`src/rtl/tinyalu_pkg.sv`:
```
// ---------------------------------------------------------------------------
// tinyalu_pkg
// Shared types for the tinyalu command path:
//   operation_t  - tinyalu opcode encoding
//   cmd_t        - one queued command {A, B, op}
//   seq_state_t  - command sequencer FSM states
//   CMD_W        - flattened width of cmd_t, used on FIFO ports
//   TIMEOUT_RESULT - result word returned when the watchdog fires
// ---------------------------------------------------------------------------
package tinyalu_pkg;

    typedef enum logic [2:0] {
        no_op  = 3'b000,
        add_op = 3'b001,
        and_op = 3'b010,
        xor_op = 3'b011,
        mul_op = 3'b100,
        rst_op = 3'b111
    } operation_t;

    // op is kept as raw bits so undefined encodings pass through to the ALU
    typedef struct packed {
        logic [7:0] A;
        logic [7:0] B;
        logic [2:0] op;
    } cmd_t;

    typedef enum logic [2:0] {
        IDLE,
        ISSUE,
        WAIT_DONE,
        RESP,
        GAP,
        RST
    } seq_state_t;

    localparam int          CMD_W          = $bits(cmd_t);
    localparam logic [15:0] TIMEOUT_RESULT = 16'hDEAD;

endpackage

```
`src/rtl/tinyalu_cmd_fifo.sv`:
```
// ---------------------------------------------------------------------------
// tinyalu_cmd_fifo
// DEPTH-entry show-ahead FIFO of tinyalu commands.
// Ports:
//   clk, reset_n        clock, asynchronous active-low reset
//   push, push_data     write strobe and command (caller guarantees !full)
//   pop,  pop_data      read strobe and head command (valid when !empty)
//   full, empty, level  occupancy status
// Only the pointers and count are reset; storage is data and needs none.
// ---------------------------------------------------------------------------
module tinyalu_cmd_fifo
    import tinyalu_pkg::*;
#(
    parameter int DEPTH = 4
) (
    input  logic                     clk,
    input  logic                     reset_n,
    input  logic                     push,
    input  logic [CMD_W-1:0]         push_data,
    input  logic                     pop,
    output logic [CMD_W-1:0]         pop_data,
    output logic                     full,
    output logic                     empty,
    output logic [$clog2(DEPTH):0]   level
);

    localparam int PTR_W = $clog2(DEPTH);
    localparam int LVL_W = PTR_W + 1;

    logic [CMD_W-1:0] mem [DEPTH];
    logic [PTR_W-1:0] wr_ptr;
    logic [PTR_W-1:0] rd_ptr;
    logic [LVL_W-1:0] count;

    assign full     = (count == LVL_W'(DEPTH));
    assign empty    = (count == '0);
    assign level    = count;
    assign pop_data = mem[rd_ptr];

    always_ff @(posedge clk) begin
        if (push) begin
            mem[wr_ptr] <= push_data;
        end
    end

    // Pointers wrap naturally because DEPTH is a power of two
    always_ff @(posedge clk or negedge reset_n) begin
        if (!reset_n) begin
            wr_ptr <= '0;
            rd_ptr <= '0;
            count  <= '0;
        end else begin
            if (push) wr_ptr <= wr_ptr + 1'b1;
            if (pop)  rd_ptr <= rd_ptr + 1'b1;
            case ({push, pop})
                2'b10:   count <= count + 1'b1;
                2'b01:   count <= count - 1'b1;
                default: count <= count;
            endcase
        end
    end

endmodule

```
`src/rtl/tinyalu_cmd_sequencer.sv`:
```
// ---------------------------------------------------------------------------
// tinyalu_cmd_sequencer
// Buffers {A,B,op} commands from a valid/ready source, runs them one at a
// time through the tinyalu start/done handshake and returns each result on a
// valid/ready response port.
// Ports:
//   clk, reset_n                      clock, asynchronous active-low reset
//   cmd_valid/cmd_ready/cmd_a/b/op    command input (ready = FIFO not full)
//   rsp_valid/rsp_ready/rsp_result/rsp_op/rsp_err   response output
//   fifo_level                        current command FIFO occupancy
//   alu_A/alu_B/alu_op/alu_start/alu_reset_n        drive to tinyalu
//   alu_done/alu_result               from tinyalu
// Optional feature macro: TINYALU_SEQ_TIMEOUT_EN adds a WAIT_DONE watchdog
// that returns rsp_err=1 / 16'hDEAD after TIMEOUT_CYCLES without alu_done.
// ---------------------------------------------------------------------------
module tinyalu_cmd_sequencer
    import tinyalu_pkg::*;
#(
    parameter int DEPTH          = 4,
    parameter int TIMEOUT_CYCLES = 64
) (
    input  logic                     clk,
    input  logic                     reset_n,
    input  logic                     cmd_valid,
    output logic                     cmd_ready,
    input  logic [7:0]               cmd_a,
    input  logic [7:0]               cmd_b,
    input  logic [2:0]               cmd_op,
    output logic                     rsp_valid,
    input  logic                     rsp_ready,
    output logic [15:0]              rsp_result,
    output logic [2:0]               rsp_op,
    output logic                     rsp_err,
    output logic [$clog2(DEPTH):0]   fifo_level,
    output logic [7:0]               alu_A,
    output logic [7:0]               alu_B,
    output logic [2:0]               alu_op,
    output logic                     alu_start,
    output logic                     alu_reset_n,
    input  logic                     alu_done,
    input  logic [15:0]              alu_result
);

    seq_state_t       state_q, state_d;
    logic             rst_cnt_q;
    logic             fifo_full, fifo_empty, fifo_push, fifo_pop;
    logic [CMD_W-1:0] head_bits;
    cmd_t             head_cmd;
    logic             load_hold, cap_rsp, tmo_hit, tmo_cap, rst_pulse;

    // Full blocks a new command even if IDLE pops in the same cycle
    assign cmd_ready   = !fifo_full;
    assign fifo_push   = cmd_valid && !fifo_full;
    assign head_cmd    = head_bits;
    assign alu_reset_n = reset_n && !rst_pulse;

    tinyalu_cmd_fifo #(.DEPTH(DEPTH)) u_fifo (
        .clk       (clk),
        .reset_n   (reset_n),
        .push      (fifo_push),
        .push_data ({cmd_a, cmd_b, cmd_op}),
        .pop       (fifo_pop),
        .pop_data  (head_bits),
        .full      (fifo_full),
        .empty     (fifo_empty),
        .level     (fifo_level)
    );

`ifdef TINYALU_SEQ_TIMEOUT_EN
    logic [15:0] wd_cnt_q;

    // Counter is held at zero outside WAIT_DONE, so it restarts on every entry
    always_ff @(posedge clk or negedge reset_n) begin
        if (!reset_n) begin
            wd_cnt_q <= '0;
        end else if (state_q == WAIT_DONE) begin
            wd_cnt_q <= wd_cnt_q + 16'd1;
        end else begin
            wd_cnt_q <= '0;
        end
    end

    assign tmo_hit = (wd_cnt_q == 16'(TIMEOUT_CYCLES - 1));
`else
    assign tmo_hit = 1'b0;
`endif

    always_comb begin
        state_d   = state_q;
        fifo_pop  = 1'b0;
        load_hold = 1'b0;
        cap_rsp   = 1'b0;
        tmo_cap   = 1'b0;
        alu_start = 1'b0;
        rsp_valid = 1'b0;
        rst_pulse = 1'b0;
        case (state_q)
            IDLE: begin
                if (!fifo_empty) begin
                    fifo_pop  = 1'b1;
                    load_hold = 1'b1;
                    state_d   = ISSUE;
                end
            end
            ISSUE: begin
                alu_start = 1'b1;
                if (alu_op == no_op)      state_d = GAP;
                else if (alu_op == rst_op) state_d = RST;
                else                       state_d = WAIT_DONE;
            end
            WAIT_DONE: begin
                alu_start = 1'b1;
                if (alu_done) begin
                    cap_rsp = 1'b1;
                    state_d = RESP;
                end else if (tmo_hit) begin
                    tmo_cap = 1'b1;
                    state_d = RESP;
                end
            end
            RESP: begin
                rsp_valid = 1'b1;
                if (rsp_ready) state_d = GAP;
            end
            GAP: begin
                state_d = IDLE;
            end
            RST: begin
                rst_pulse = 1'b1;
                if (rst_cnt_q) state_d = GAP;
            end
            default: begin
                state_d = IDLE;
            end
        endcase
    end

    always_ff @(posedge clk or negedge reset_n) begin
        if (!reset_n) begin
            state_q    <= IDLE;
            rst_cnt_q  <= 1'b0;
            alu_A      <= '0;
            alu_B      <= '0;
            alu_op     <= '0;
            rsp_result <= '0;
            rsp_op     <= '0;
            rsp_err    <= 1'b0;
        end else begin
            state_q <= state_d;
            // Second RST cycle is marked by rst_cnt_q=1
            rst_cnt_q <= (state_q == RST) && !rst_cnt_q;
            if (load_hold) begin
                alu_A  <= head_cmd.A;
                alu_B  <= head_cmd.B;
                alu_op <= head_cmd.op;
            end
            if (cap_rsp || tmo_cap) begin
                rsp_result <= tmo_cap ? TIMEOUT_RESULT : alu_result;
                rsp_op     <= alu_op;
                rsp_err    <= tmo_cap;
            end
        end
    end

endmodule
```
`config.mk`:
```
export PLATFORM = sky130hd
export DESIGN_NAME = tinyalu_cmd_sequencer
export DESIGN_NICKNAME = d
export VERILOG_FILES = /design/src/rtl/tinyalu_pkg.sv /design/src/rtl/tinyalu_cmd_fifo.sv /design/src/rtl/tinyalu_cmd_sequencer.sv
export SDC_FILE = /design/constraint.sdc
export NUM_CORES = 1
export LEC_CHECK = 0
export ABC_AREA = 1
export BUFFER_PORTS_ARGS = -buffer_cell sky130_fd_sc_hd__buf_2
export CAP_MARGIN = 30
export CORE_UTILIZATION = 30
export DETAILED_ROUTE_END_ITERATION = 8
export SYNTH_ARGS = -nofsm -noshare
export SYNTH_HDL_FRONTEND = slang
export SYNTH_SLANG_ARGS = --single-unit
export TNS_END_PERCENT = 50
```
`constraint.sdc`:
```
create_clock -name clk -period 2.76 [get_ports clk]
set_clock_uncertainty 0.1 [all_clocks]
set_input_delay 0.552 -clock clk [delete_from_list [all_inputs] [get_ports clk]]
set_output_delay 0.552 -clock clk [all_outputs]
set_load 0.05 [all_outputs]
```
==> metrics <==
status finished clean; post_cts resized 0; Total GRT Usage 13.2%; n_diodes 0; crit-path max FO 8; Final Net Count 598; Via density 4.39; Syn Nets 506; Setup-failing EPs final 0; met1 Use GR 14.8%; CTS HTree Levels 4; Total Wirelength 10.9 mm; leakage power 2.81 nW; Avg Cell Area, Syn 11.1 um^2; # Post-CTS Setup Buffers 0; Sw Share 42.0%; Cell Area, Synth 0.00509 mm^2; share of layout cells above drive strength 1 25.1%; met3 Usage GRT 5.19%; Cells after Synth 460; P per Cell Area 1350 mW/mm^2; fillers 1628; synth warn 0; slew margin rel. 56.3%; worst vdd ir 0.506 mV; Skew-Pair Late Insertion Delay 0.41 ns; met2 Use GR 22.5%; die width 132 um; Clock Sinks 125; clk root buf clkbuf_16; CP max stage cell dfrtp_1; clk slew on worst S/H paths 0.05 ns; CTS tree built; Cell Int Power 4.94 mW; Ports 86; crit-path max cell delay 0.48 ns; GP Congestion 0.764; critical path, cell by cell nor2_4 -> nand2_1 -> o21ai_0 -> buf_2; total clock buffers created by CTS 17; initial antenna violation count 3; via count 3444; grt ovf 0; endpoints failing hold 0; Clk network pwr share 26.6%; Seq cells post-synth 125; first-pass GRT wire length 17.3 mm; Worst Path Arrival 1.56 ns; crit end category output port; CTS Buffer Depth 2; Reg area 0.00351 mm^2; Seq/Total Area, Yosys 68.9%; first drt pass iteration count 5; largest net degree at the start of global routing 50; initial DRC count 195; die height 132 um; launching element type of the critical path flip-flop; Setup Slack @ Placement 0.592 ns; row cnt 47; unrepaired setup endpoints after global routing false; Setup WS post-layout 0.546 ns; Worst Path Buf+Inv 1; Top Family by Delay on Critical Path flip-flops; Worst Setup Path Type reg -> out; Area Growth Syn to Fin 24.6%; combinational share of power 39.9%; I/O Buffers 84; number of global-route vias before repair 3427; fmax 452 MHz; area of the multi-input gates 0.00130 mm^2; wire per inst 13.9 um; post-DP HPWL 6.82 mm; Reg power frac 33.5%; max-cap violation count 0; Hold WC Path Type in -> async; final period utilization 80.2%; DRC viols 0; crit path time final 2.21 ns; Critical Path RT 2.11 ns; Synth cell types 25; Net Sw Power 3.58 mW; Core ar. 0.0166 mm^2; DIE AREA 0.0175 mm^2; hold_ws 0.180 ns; starting density of the core 30.7%; GR peak layer met2; hold buffers post-CTS 0; post-route antenna net violation count 0; Slew @ Worst Pin 0.655 ns; final max-slew violation count 0
## synth_stat cells (all sizes together)
master	instances	area [um^2]
nand2	100	375
o21ai	80	438
edfxtp	76	2280
nor2	69	274
dfrtp	49	1230
inv	38	143
buf	13	106
nand3	11	65.1
clkbuf	9	33.8
ha	5	62.6
xor2	3	26.3
a21oi	2	10.0
conb	1	3.75
fa	1	20.0
nand3b	1	7.51
o22ai	1	6.26
xnor2	1	8.76
## cells in the final DEF (no fill, tap or decap), drive strengths merged
cell / synthesis / final
clkinv: 0 / 7
buf: 13 / 95
nand2: 100 / 100
ha: 5 / 5
o21ai: 80 / 80
clkbuf: 9 / 21
dfrtp: 49 / 49
nand3: 11 / 11
o22ai: 1 / 1
clkinvlp: 0 / 1
bufinv: 0 / 3
edfxtp: 76 / 76
a21oi: 2 / 2
nand3b: 1 / 1
xor2: 3 / 3
inv: 38 / 38
fa: 1 / 1
conb: 1 / 1
xnor2: 1 / 1
nor2: 69 / 69
## final cells by class
class / count / area share [%]
well taps: 220 / 4.34
inverters: 38 / 2.25
multi-input cells: 275 / 20.5
clock inverters: 11 / 2.21
flip-flops and latches: 125 / 55.3
repair buffers: 95 / 7.94
clock buffers: 21 / 7.44
## worst paths after layout
path / from / end / slack (ns) / cells past startpoint
setup / recovery: state_q[2] / alu_start / 0.55 / 4
hold / removal: reset_n / rsp_result[8] / 0.18 / 2
setup reg to reg: u_fifo.level[1] / u_fifo.level[2] / 0.63 / 9
hold reg to reg: rst_cnt_q / rst_cnt_q / 0.33 / 1
max in group asynchronous: reset_n / u_fifo.wr_ptr[0] / 1.94 / 2
min in group clk: cmd_b[3] / u_fifo.mem[1][6] / 0.25 / 1
## stage by stage
stage / std cells / TNS (ns) / utilization [%] / power (mW) / cell area [um^2]
finish: 785 / 0 / 38.2 / 8.53 / 6340
detailed placement: 753 / 0 / 34.5 / 6.33 / 5730
global route: 785 / 0 / 38.2 / 9.07 / 6340
CTS: 785 / 0 / 38.2 / 8.65 / 6340
floorplan: 460 / -11.62 / - / 5.47 / 5090
global placement: 753 / 0 / 34.5 / 6.23 / 5730
## registers in the layout, summed over array words and instances, names as in the netlist
signal	cells
u_fifo.mem	76
alu_A	8
rsp_op	3
alu_op	3
rsp_result	16
u_fifo.rd_ptr	2
u_fifo.level	3
state_q	3
alu_B	8
u_fifo.wr_ptr	2
rst_cnt_q	1
## metal layers
metal | wire [um] | vias up
met5 | 26 | -
li1 | - | 1706
met3 | 667 | 16
met4 | 102 | 4
met2 | 5430 | 99
met1 | 4670 | 1619
## kinds of logic after synthesis
group	share of synthesized area, %
DFF	68.9
adders and majority gates	1.62
AOI/OAI and AO/OA	8.93
buffers and inverters	5.56
and+or+nand+nor	14.2
xor gates and xnor gates	0.689
other	0.0737
## power by group through the flow
| stage | registers [mW] | logic [mW] | clock network (mW) |
|---|---|---|---|
| after floorplan | 3.85 | 1.62 | 0 |
| after global placement | 2.86 | 3.38 | 0 |
| after detailed placement | 2.89 | 3.44 | 0 |
| after CTS | 2.86 | 3.47 | 2.33 |
| after global routing | 2.92 | 3.74 | 2.42 |
| final | 2.85 | 3.41 | 2.27 |
## worst register-to-register path, stage by stage, from the launching register on
cell     delay, ns
dfrtp_1       0.39
inv_1         0.12
nand3_1       0.11
nand2_1       0.22
ha_1          0.19
inv_1         0.07
fa_1          0.39
a21oi_1       0.14
o21ai_0       0.11
xor2_1        0.16
Note: power is estimated with default switching activity, not from simulation.
